==> src/rtl/fetch_pkg.sv <==
// Shared types and defaults for the instruction fetch stage.
package fetch_pkg;

  localparam int unsigned XLEN = 32;

  localparam logic [XLEN-1:0] DEFAULT_RESET_PC  = 32'h0000_0000;
  localparam logic [XLEN-1:0] DEFAULT_NOP_INSTR = 32'h0000_0013;

  typedef struct packed {
    logic            valid;
    logic [XLEN-1:0] pc;
    logic [XLEN-1:0] instr;
    logic [XLEN-1:0] pc4;
  } if_id_t;

  // Squashed IF/ID slot carrying the pipeline's bubble instruction.
  function automatic if_id_t if_id_bubble(input logic [XLEN-1:0] nop_instr);
    if_id_t b;
    b.valid = 1'b0;
    b.pc    = '0;
    b.instr = nop_instr;
    b.pc4   = '0;
    return b;
  endfunction

endpackage

==> src/rtl/if_id_reg.sv <==
// IF/ID pipeline register: bubble beats load, load beats hold.
module if_id_reg
  import fetch_pkg::*;
#(
  parameter logic [XLEN-1:0] NOP_INSTR = DEFAULT_NOP_INSTR
) (
  input  logic   clk,
  input  logic   reset_n,
  input  logic   load_i,
  input  logic   bubble_i,
  input  if_id_t entry_i,
  output if_id_t entry_o
);

  if_id_t entry_q, entry_d;

  always_comb begin
    entry_d = entry_q;
    if (bubble_i) begin
      entry_d = if_id_bubble(NOP_INSTR);
    end else if (load_i) begin
      entry_d = entry_i;
    end
  end

  always_ff @(posedge clk) begin
    if (!reset_n) begin
      entry_q <= if_id_bubble(NOP_INSTR);
    end else begin
      entry_q <= entry_d;
    end
  end

  assign entry_o = entry_q;

endmodule

==> src/rtl/fetch_stage.sv <==
// Instruction fetch: PC register, redirect/stall/flush handling, IF/ID register.
// Optional MISALIGN_TRAP_EN: misaligned redirects are dropped and flagged on misalign_o.
module fetch_stage
  import fetch_pkg::*;
#(
  parameter logic [XLEN-1:0] RESET_PC  = DEFAULT_RESET_PC,
  parameter logic [XLEN-1:0] NOP_INSTR = DEFAULT_NOP_INSTR
) (
  input  logic            clk,
  input  logic            reset_n,
  input  logic            stall_i,
  input  logic            flush_i,
  input  logic            redirect_i,
  input  logic [XLEN-1:0] redirect_pc_i,
  output logic [XLEN-1:0] imem_addr_o,
  input  logic [XLEN-1:0] imem_instr_i,
  output logic            ifid_valid_o,
  output logic [XLEN-1:0] ifid_pc_o,
  output logic [XLEN-1:0] ifid_instr_o,
  output logic [XLEN-1:0] ifid_pc4_o,
  output logic [XLEN-1:0] fetch_count_o
`ifdef MISALIGN_TRAP_EN
  ,
  output logic            misalign_o
`endif
);

  logic [XLEN-1:0] pc_q, pc_d;
  logic [XLEN-1:0] count_q, count_d;
  logic [XLEN-1:0] pc_plus4;
  logic [XLEN-1:0] redirect_tgt;
  logic            redirect_take;
  logic            ifid_bubble;
  logic            ifid_load;
  if_id_t          ifid_entry;
  if_id_t          ifid_q;

  assign pc_plus4     = pc_q + XLEN'(4);
  assign redirect_tgt = redirect_pc_i & ~XLEN'(3);

`ifdef MISALIGN_TRAP_EN
  logic misalign_q, misalign_d;
  logic redirect_misaligned;

  // A misaligned target is refused: PC stays put, only the trap flag moves.
  assign redirect_misaligned = |redirect_pc_i[1:0];
  assign redirect_take       = redirect_i && !redirect_misaligned;
  assign misalign_d          = redirect_i && redirect_misaligned;

  always_ff @(posedge clk) begin
    if (!reset_n) begin
      misalign_q <= 1'b0;
    end else begin
      misalign_q <= misalign_d;
    end
  end

  assign misalign_o = misalign_q;
`else
  assign redirect_take = redirect_i;
`endif

  // Next PC: redirect over stall over sequential advance.
  always_comb begin
    pc_d = pc_q;
    if (redirect_take) begin
      pc_d = redirect_tgt;
    end else if (!redirect_i && !stall_i) begin
      pc_d = pc_plus4;
    end
  end

  assign ifid_bubble = redirect_i || flush_i;
  assign ifid_load   = !stall_i;

  always_comb begin
    count_d = count_q;
    if (ifid_load && !ifid_bubble) begin
      count_d = count_q + XLEN'(1);
    end
  end

  always_comb begin
    ifid_entry       = '0;
    ifid_entry.valid = 1'b1;
    ifid_entry.pc    = pc_q;
    ifid_entry.instr = imem_instr_i;
    ifid_entry.pc4   = pc_plus4;
  end

  always_ff @(posedge clk) begin
    if (!reset_n) begin
      pc_q    <= RESET_PC;
      count_q <= '0;
    end else begin
      pc_q    <= pc_d;
      count_q <= count_d;
    end
  end

  if_id_reg #(
    .NOP_INSTR (NOP_INSTR)
  ) u_if_id_reg (
    .clk      (clk),
    .reset_n  (reset_n),
    .load_i   (ifid_load),
    .bubble_i (ifid_bubble),
    .entry_i  (ifid_entry),
    .entry_o  (ifid_q)
  );

  assign imem_addr_o   = pc_q;
  assign ifid_valid_o  = ifid_q.valid;
  assign ifid_pc_o     = ifid_q.pc;
  assign ifid_instr_o  = ifid_q.instr;
  assign ifid_pc4_o    = ifid_q.pc4;
  assign fetch_count_o = count_q;

endmodule
==> config.mk <==
export PLATFORM = sky130hd
export DESIGN_NAME = fetch_stage
export DESIGN_NICKNAME = d
export VERILOG_FILES = /design/src/rtl/fetch_pkg.sv /design/src/rtl/if_id_reg.sv /design/src/rtl/fetch_stage.sv
export SDC_FILE = /design/constraint.sdc
export NUM_CORES = 1
export LEC_CHECK = 0
export CAP_MARGIN = 20
export CORE_MARGIN = 2
export CORE_UTILIZATION = 45
export DETAILED_ROUTE_END_ITERATION = 8
export GPL_ROUTABILITY_DRIVEN = 0
export PLACE_DENSITY = 0.78
export SLEW_MARGIN = 30
export SYNTH_ARGS = -nofsm -noshare
export SYNTH_HDL_FRONTEND = slang
export SYNTH_HIERARCHICAL = 1
export SYNTH_SLANG_ARGS = --single-unit
==> constraint.sdc <==
create_clock -name clk -period 3.2 [get_ports clk]
set_clock_uncertainty 0.15 [all_clocks]
set_input_delay 0.32 -clock clk [delete_from_list [all_inputs] [get_ports clk]]
set_output_delay 0.32 -clock clk [all_outputs]
set_load 0.02 [all_outputs]
# Word-level counts from Yosys, hierarchy flattened
# Cells that the tools add are included.
# totals
ff_bits	161
inputBits	69
output_inout_bits	161
wordCells	21
# op_classes
add_sub_neg	2
muxes	2
bitwise	1
n_reduce_logical	9
# op_table
operator	n
2-to-1 mux 32 bit	2
adder 32 x 1 -> 32 bit, second input constant	1
adder 32 x 3 -> 32 bit, second input constant	1
OR reduction 2 bit	2
zero test 1 bit	3
logical AND 1 bit	2
nonzero test 2 bit	1
logical OR 1 bit	1
inverter 1 bit	1

# Longest topological paths before layout
# depth
ltp_word	4
mapped_depth	9
depth_no_buf	7

# Modules after synthesis
# The synthesis kept the hierarchy.
# modules_own_cells
module	n_inst	cells_per_inst	area_per_inst_um2	seq_area_each_um2
fetch_stage	1	454	3599.7	1241.2
if_id_reg	1	314	3465.8	1941.9

# Least setup slack after synthesis
# OpenSTA, ideal clock, no wires.
# synth_path
path_type	reg-to-reg
start	register pc_q[4] (netlist: imem_addr_o[4])
end	register pc_q[31] (netlist: imem_addr_o[31])
setup_ps	131
arrival_ps	2117
path_slack_ps	802
stages_incl_launch_ff	8
path_buffers	2
path_cell_list	dfxtp_1 clkbuf_2 nand3_1 or4_1 buf_4 nor4_4 mux2i_1 o22ai_1
# synth_between
elab_chain_cells	3
# synth_lines
element	line	source
start, declared	fetch_stage.sv:28	logic [XLEN-1:0] pc_q, pc_d;
start signal, assigned	fetch_stage.sv:96	pc_q <= pc_d;
adder 32 x 3 -> 32 bit	fetch_stage.sv:38	assign pc_plus4 = pc_q + XLEN'(4);
2-to-1 mux 32 bit	fetch_stage.sv:68	end else if (!redirect_i && !stall_i) begin
2-to-1 mux 32 bit	fetch_stage.sv:66	if (redirect_take) begin
# No other way between the ends. The select of a mux whose other input is x is not followed.
# A chain may end at the register's enable or synchronous reset.

# Final worst setup path
# Same ends and word-level chain as after synthesis.

==> qor.csv <==
stage,metric,value,unit
critical_path,FF-to-FF End,imem_addr_o[31],
global_routing,antenna violations before repair,1,
power_and_ir_drop,power share of the combinational group,10.8,%
power_and_ir_drop,internal power,0.00355,W
cts,clk sinks,159,
global_routing,total gr overflow,0,
layout,fin util,66.0,%
power_and_ir_drop,Final Power,0.00465,W
timing,period utilisation layout,79.6,%
synthesis,part of the Yosys area used for sequential elements,45.1,%
min_path,worst min-delay path endpoint,imem_addr_o[2],
power_and_ir_drop,Sw Share,23.7,%
cts,Inserted Clock Buffers,17,
critical_path,CP Launch Type,register,
layout,area grow syn2layout,42.6,%
placement,post-detail-place hpwl,13.6,mm
die,# IOs,230,
critical_path,"Buf+Inv Stages, Crit Path",0,
critical_path,crit-path max cell delay,790,ps
drt,Post-route DRC,0,
synthesis,area share of the leading cell type in the synthesized netlist,45.1,%
power_and_ir_drop,Leak Pwr,3.76,nW
layout,fillcell total,1298,
global_routing,largest net degree at the start of global routing,56,
synthesis,"Cell Area, Synth",7070,µm²
die,Die H,129,µm
synthesis,post-synthesis async set-or-reset flop share,0,%
timing,Sum Neg Setup Slack,0,ps
critical_path,R2R Setup Slk,650,ps
critical_path,origin of the worst setup path,imem_addr_o[4],
power_and_ir_drop,Psw,0.00110,W
synthesis,top post-synthesis cells by area,"dfxtp_1 45%, mux2i_1 14%, nor2_1 7.6%",
drt,drt wl/cell,15.9,µm
synthesis,Post-Synthesis Cells,768,
synthesis,most common cell in the synthesized netlist,dfxtp_1,
global_routing,global-route wire length before repair,30.5,mm
run_status,status,"finished, final reports clean",
synthesis,Synth area leader,dfxtp_1,
power_and_ir_drop,power per cell area,461,nW/µm²
synthesis,"Avg Cell Area, Syn",9.20,µm²
critical_path,Crit Path Max Fanout,9,
drt,vias,6197,
synthesis,Yosys cell types,47,
min_path,Hold WC Path Type,in2reg,
layout,Final nets,1059,
layout,share of cells above drive strength 1,5.70,%
drt,final wirelength,19.3,mm
min_path,Worst Hold Depth,3,
synthesis,"top cells by count, synth","159 x dfxtp_1, 143 x nor2_1, 99 x mux2i_1",
cts,Worst-path clk slew,60,ps
critical_path,worst reg-to-reg path cell count,5,
cts,Hold Buf Count CTS,0,
synthesis,number of synthesized flops with an enable pin,0,
placement,dpl cell area,9480,µm²
cts,H-tree depth,4,
global_routing,vias in the first global route,5874,
timing,worst slew pin tran,705,ps
die,chip width,129,µm
drt,DRT iter0 DRCs,376,
cts,later-pin clock latency in the skew report,420,ps
timing,Min Hold Slack,336,ps
critical_path,worst flop-to-flop path startpoint,imem_addr_o[4],
critical_path,critical path type,reg2reg,
power_and_ir_drop,Flop pwr share,44.8,%
timing,unrepaired setup endpoints after global routing,false,
die,Starting Density,46.3,%
min_path,hold_sp,redirect_pc_i[2],
critical_path,worst path cell trace,nand3_1 > or4_1 > nor4_4 > mux2i_1 > o22ai_1,
die,die area,16700,µm²
critical_path,top cell family by delay on the critical path,simple AND/OR/NAND/NOR gates,
timing,Final Max Slew Viols,0,
cts,CTS tree,done,
timing,count of final setup violators,0,
timing,final hold violation count,0,
placement,port buffer count,225,
cts,clk root buf,clkbuf_16,
synthesis,main flop type after synthesis,dfxtp_1,
critical_path,crit end category,register,
timing,fmax,393,MHz
layout,multi-input logic area,3560,µm²
drt,DR vias/cell,5.11,
synthesis,Yosys reg bits,159,
drt,DR pass1 iterations,4,
drt,Antenna Nets Post-Route,0,
cts,maximum buffer depth of the clock tree,2,
cts,postcts setup bufs,0,
synthesis,Yosys warning count,6,
cts,post_cts resized,0,
layout,fin area,10100,µm²
power_and_ir_drop,maximum VDD drop,0.328,mV
run,max_cap viols,0,
power_and_ir_drop,Clock power frac,44.3,%
global_routing,All-Layer GR Usage,23.2,%
die,FP Rows,45,
layout,Storage cell area,3180,µm²
timing,Final min period,2550,ps
critical_path,CP max stage cell,or4_1,
critical_path,CP arrival,2690,ps
critical_path,CP required,3340,ps
timing,max-slew headroom at the worst pin,52.6,%
die,Core ar.,15300,µm²
through the flow:
| stage | worst slack [ps] | instances |
|---|---|---|
| after floorplan | 802 | 773 |
| after global placement | 678 | 1180 |
| after detailed placement | 619 | 1180 |
| after CTS | 604 | 1211 |
| after global routing | 464 | 1211 |
| final | 654 | 1212 |
metal layers:
layer  part of all wire [%]  global-route usage, %  vias to the layer above
li1                       -                      -                     3073
met1                     43                   28.2                     2882
met2                     46                   38.6                      222
met3                    9.2                   7.68                       20
met4                    1.4                   7.86                        0
met5                      0                      0                        -
registers in the layout (all words and copies together), names as in the netlist:
name and flops:
u_if_id_reg/entry_o 97, fetch_count_o 32, imem_addr_o 30
layout by cell type, fill, tap and decap left out, types with 5 or more instances in the layout:
cell | synthesis | routed
and3_1 | 11 | 11
xor2_1 | 25 | 25
xnor2_1 | 52 | 52
nor2_1 | 143 | 143
conb_1 | 2 | 7
clkdlybuf4s50_1 | 0 | 225
nor4_1 | 19 | 19
and2_1 | 5 | 5
mux2i_1 | 99 | 99
buf_4 | 9 | 18
a21oi_1 | 27 | 27
o21ai_0 | 24 | 24
and4_1 | 7 | 7
inv_1 | 14 | 13
nand4_1 | 15 | 15
nand3_1 | 22 | 22
clkbuf_16 | 0 | 17
nor3_1 | 22 | 22
nand2_1 | 32 | 32
dfxtp_1 | 159 | 159
or3_1 | 5 | 5
layout make-up:
class	count	area share, %
Antenna cell	1	0.0248
Sequential cell	159	31.6
Timing Repair Buffer	244	23.9
Inverter	14	0.571
Clock buffer	21	4.57
Clock inverter	10	1.35
Tap cell	211	2.62
Multi-Input combinational cell	552	35.4
how the worst max path moves through the flow:
stage / to / depth (start not counted) / slack, ps
floorplan: imem_addr_o[31] / 7 / 800
global placement: imem_addr_o[31] / 5 / 680
detailed placement: imem_addr_o[28] / 7 / 620
CTS: u_if_id_reg/entry_o[29] / 6 / 600
global route: u_if_id_reg/entry_o[29] / 6 / 460
finish: imem_addr_o[31] / 5 / 650
power by group through the flow:
stage          Sequential, W  Clock, W  Combinational [W]
5_1_grt              0.00209   0.00219           0.000545
4_1_cts              0.00208   0.00210           0.000507
6_report             0.00208   0.00206           0.000504
3_5_place_dp         0.00213         0           0.000503
3_3_place_gp         0.00213         0           0.000499
2_1_floorplan        0.00217         0           0.000233
worst min-delay path, delay by kind of cell:
kind | cells | cell delay [ps]
buffers and inverters | 1 | 410
AND/OR/NAND/NOR | 1 | 70
AO/OA/AOI/OAI | 1 | 50
cell families after synthesis:
family          synth area share (%)
compound gates                  5.35
xor+xnor                        9.54
fa+ha+maj                      0.354
buf+inv                         4.89
flops                           45.1
mux                             14.0
other cells                    0.106
simple gates                    20.7
Note: power is estimated with default switching activity, not from simulation.
==> RTL change: new RTL, same flow settings <==
Register the output `fetch_count_o` once more; this adds one clock of latency there. The other outputs are not delayed to match.
--- a/src/rtl/fetch_stage.sv
+++ b/src/rtl/fetch_stage.sv
@@ -114,6 +114,8 @@
   assign ifid_pc_o     = ifid_q.pc;
   assign ifid_instr_o  = ifid_q.instr;
   assign ifid_pc4_o    = ifid_q.pc4;
-  assign fetch_count_o = count_q;
+  always_ff @(posedge clk) begin
+    fetch_count_o <= count_q;
+  end
 
 endmodule
Behaviour: not the same (a bounded check fails within 4 cycles, from zero or initial values and one cycle with reset_n low).
==> RTL change against the original RTL <==
  * Total power increased by 12%
  * First-iteration DRC count decreased by 3.2%
  * Largest cell class is now registers
  * Global-route usage decreased by 0.28 points
  * Routed wire length rose by 11%
  * Largest power group unchanged
  * Worst setup slack gained 0.24 ns
  * Highest routed layer unchanged
  * Synthesized area rose by 12%
  * Final area increased by 8.8%
  * Sequential cell count increased by 32
==> RTL change: results (changes against the original RTL) <==
- Input/output buffers: 225 (unchanged)
- Max FO, Critical Path: 13 (was 9)
- CTS Buf Count: 17 (unchanged)
- PnR Total Power: 5.21 mW (was 4.65 mW)
- Detail Route Antenna Nets: 0 (unchanged)
- Worst-path clk slew: ~0.070 ns
- Final cell count without fillers: 1267 (was 1212)
- Placed cell area: 10300 um^2 (was 9480 um^2)
- Max reg flops: 97 (unchanged)
- Cell class contributing the biggest share of worst-path delay: simple AND/OR/NAND/NOR gates (unchanged)
- Register area share after synthesis: 48.2% (was 45.1%)
- DR pass1 iterations: 5 (was 4)
- Relative slew slack: 61.3% (was 52.6%)
- Peak VDD IR: 364 uV (was 328 uV)
- Placed insts: 1235 (was 1180)
- Critical path's slowest cell: dfxtp_1 (was or4_1)
- Yosys cell types: 60 (was 47)
- CTS H-tree lvls: 4 (unchanged)
- Cell taking the most area after synthesis: dfxtp_1 (unchanged)
- Yosys warns: 6 (unchanged)
- Comb group: 508 uW (was 504 uW)
- Global-route usage over all layers: 22.9% (was 23.2%)
- R2R cell count: 9 (was 5)
- Post-DR vias/cell: 5.36 (was 5.11)
- Post-DR wirelength/cell: 16.9 um (was 15.9 um)
- Vias in the first global route: 6404 (was 5874)
- Pleak: 4.04 nW (was 3.76 nW)
- Dpl ws: 0.580 ns (was 0.619 ns)
- Hold-critical path depth: 0 (was 3)
- Syn_area_per_cell: 9.72 um^2 (was 9.20 um^2)
- N_diodes: 0 (was 1)
- Slowest stage delay, CP: 0.31 ns (was 0.79 ns)
- Ranking of synthesized cells by area: dfxtp_1 48%, mux2i_1 12%, nor2_1 5.8%, xnor2_1 3.8%, nand4_1 2.0% (was dfxtp_1 45%, mux2i_1 14%, nor2_1 7.6%, xnor2_1 6.4%, xor2_1 3.1%)
- Setup Buffers After CTS: 0 (unchanged)
- Power share of the clock group: 42.5% (was 44.3%)
- Status: finished, final reports clean (unchanged)
- Share of layout cells above drive strength 1: 6.81% (was 5.70%)
- Maximum buffer depth of the clock tree: 2 (unchanged)
- Fin nets: 1100 (was 1059)
- Switch Pwr: 1.24 mW (was 1.10 mW)
- Commonest cells in the synthesized netlist: 191 x dfxtp_1, 123 x nor2_1, 99 x mux2i_1 (was 159 x dfxtp_1, 143 x nor2_1, 99 x mux2i_1)
- Iter 0 DRT Violations: 364 (was 376)
- DP HPWL: 15200 um (was 13600 um)
- Pin count of the biggest net entering global routing: 44 (was 56)
- Crit path DAT: 2.48 ns (was 2.69 ns)
- HP Class: reg2reg (was in2reg)
- First-pass GRT wire length: 33400 um (was 30500 um)
- Initial antenna violation count: 0 (was 1)
- PostCTS Resize Cnt: 0 (unchanged)
- Worst skew pair latency: between 0.4 and 0.5 ns
- Clock root buffer: clkbuf_16 (unchanged)
- FFs w/ async S/R, synth: 0% (unchanged)
RTL change: cell types whose count changed after synthesis, moves of 10 or more:
cell     before  now
o31ai_1       1   15
xnor2_1      52   34
nor2_1      143  123
dfxtp_1     159  191
nor4_1       19    8
nor3_1       22   11
or4_1         2   15
nand4_1      15   25
RTL change: kinds of logic (layout without fill, tap and decap cells):
family / Yosys count / after routing / share of synthesized area, %
and+or+nand+nor: 294 / 294 / 19.3
DFF: 191 / 191 / 48.2
AOI/OAI and AO/OA: 104 / 104 / 8.74
muxes: 99 / 99 / 12.5
buffers and inverters: 73 / 294 / 5.24
xor gates and xnor gates: 51 / 51 / 5.63
adders and majority gates: 2 / 2 / 0.315
other: 2 / 7 / 0.0947
RTL change: per-layer routing:
layer	global-route usage (%)	up-vias	part of all wire, %
met5	0	-	0
met4	9.38	0	2.5
met3	5.78	37	7.8
met2	36.0	254	45
met1	29.9	3193	45
li1	-	3308	-
RTL change: final timing paths:
path,startpoint,to,slack [ns]
min reg2reg,count_q[31]$_SDFFE_PN0P_,fetch_count_o[31]$_DFF_P_,0.22
min,count_q[31]$_SDFFE_PN0P_,fetch_count_o[31]$_DFF_P_,0.22
max,imem_addr_o[2]$_SDFFE_PN0P_,u_if_id_reg/entry_o[28]$_SDFFE_PP0P_,0.89
max reg2reg,imem_addr_o[2]$_SDFFE_PN0P_,u_if_id_reg/entry_o[28]$_SDFFE_PP0P_,0.89
RTL change: area by class of cell:
| cell class | count | area, um^2 |
|---|---|---|
| clock inverter | 11 | 154 |
| tap | 225 | 282 |
| timing repair buffer | 249 | 2470 |
| fill | 1450 | 6270 |
| multi-input combinational | 557 | 3720 |
| clock buffer | 21 | 460 |
| sequential | 191 | 3820 |
| inverter | 13 | 53.8 |
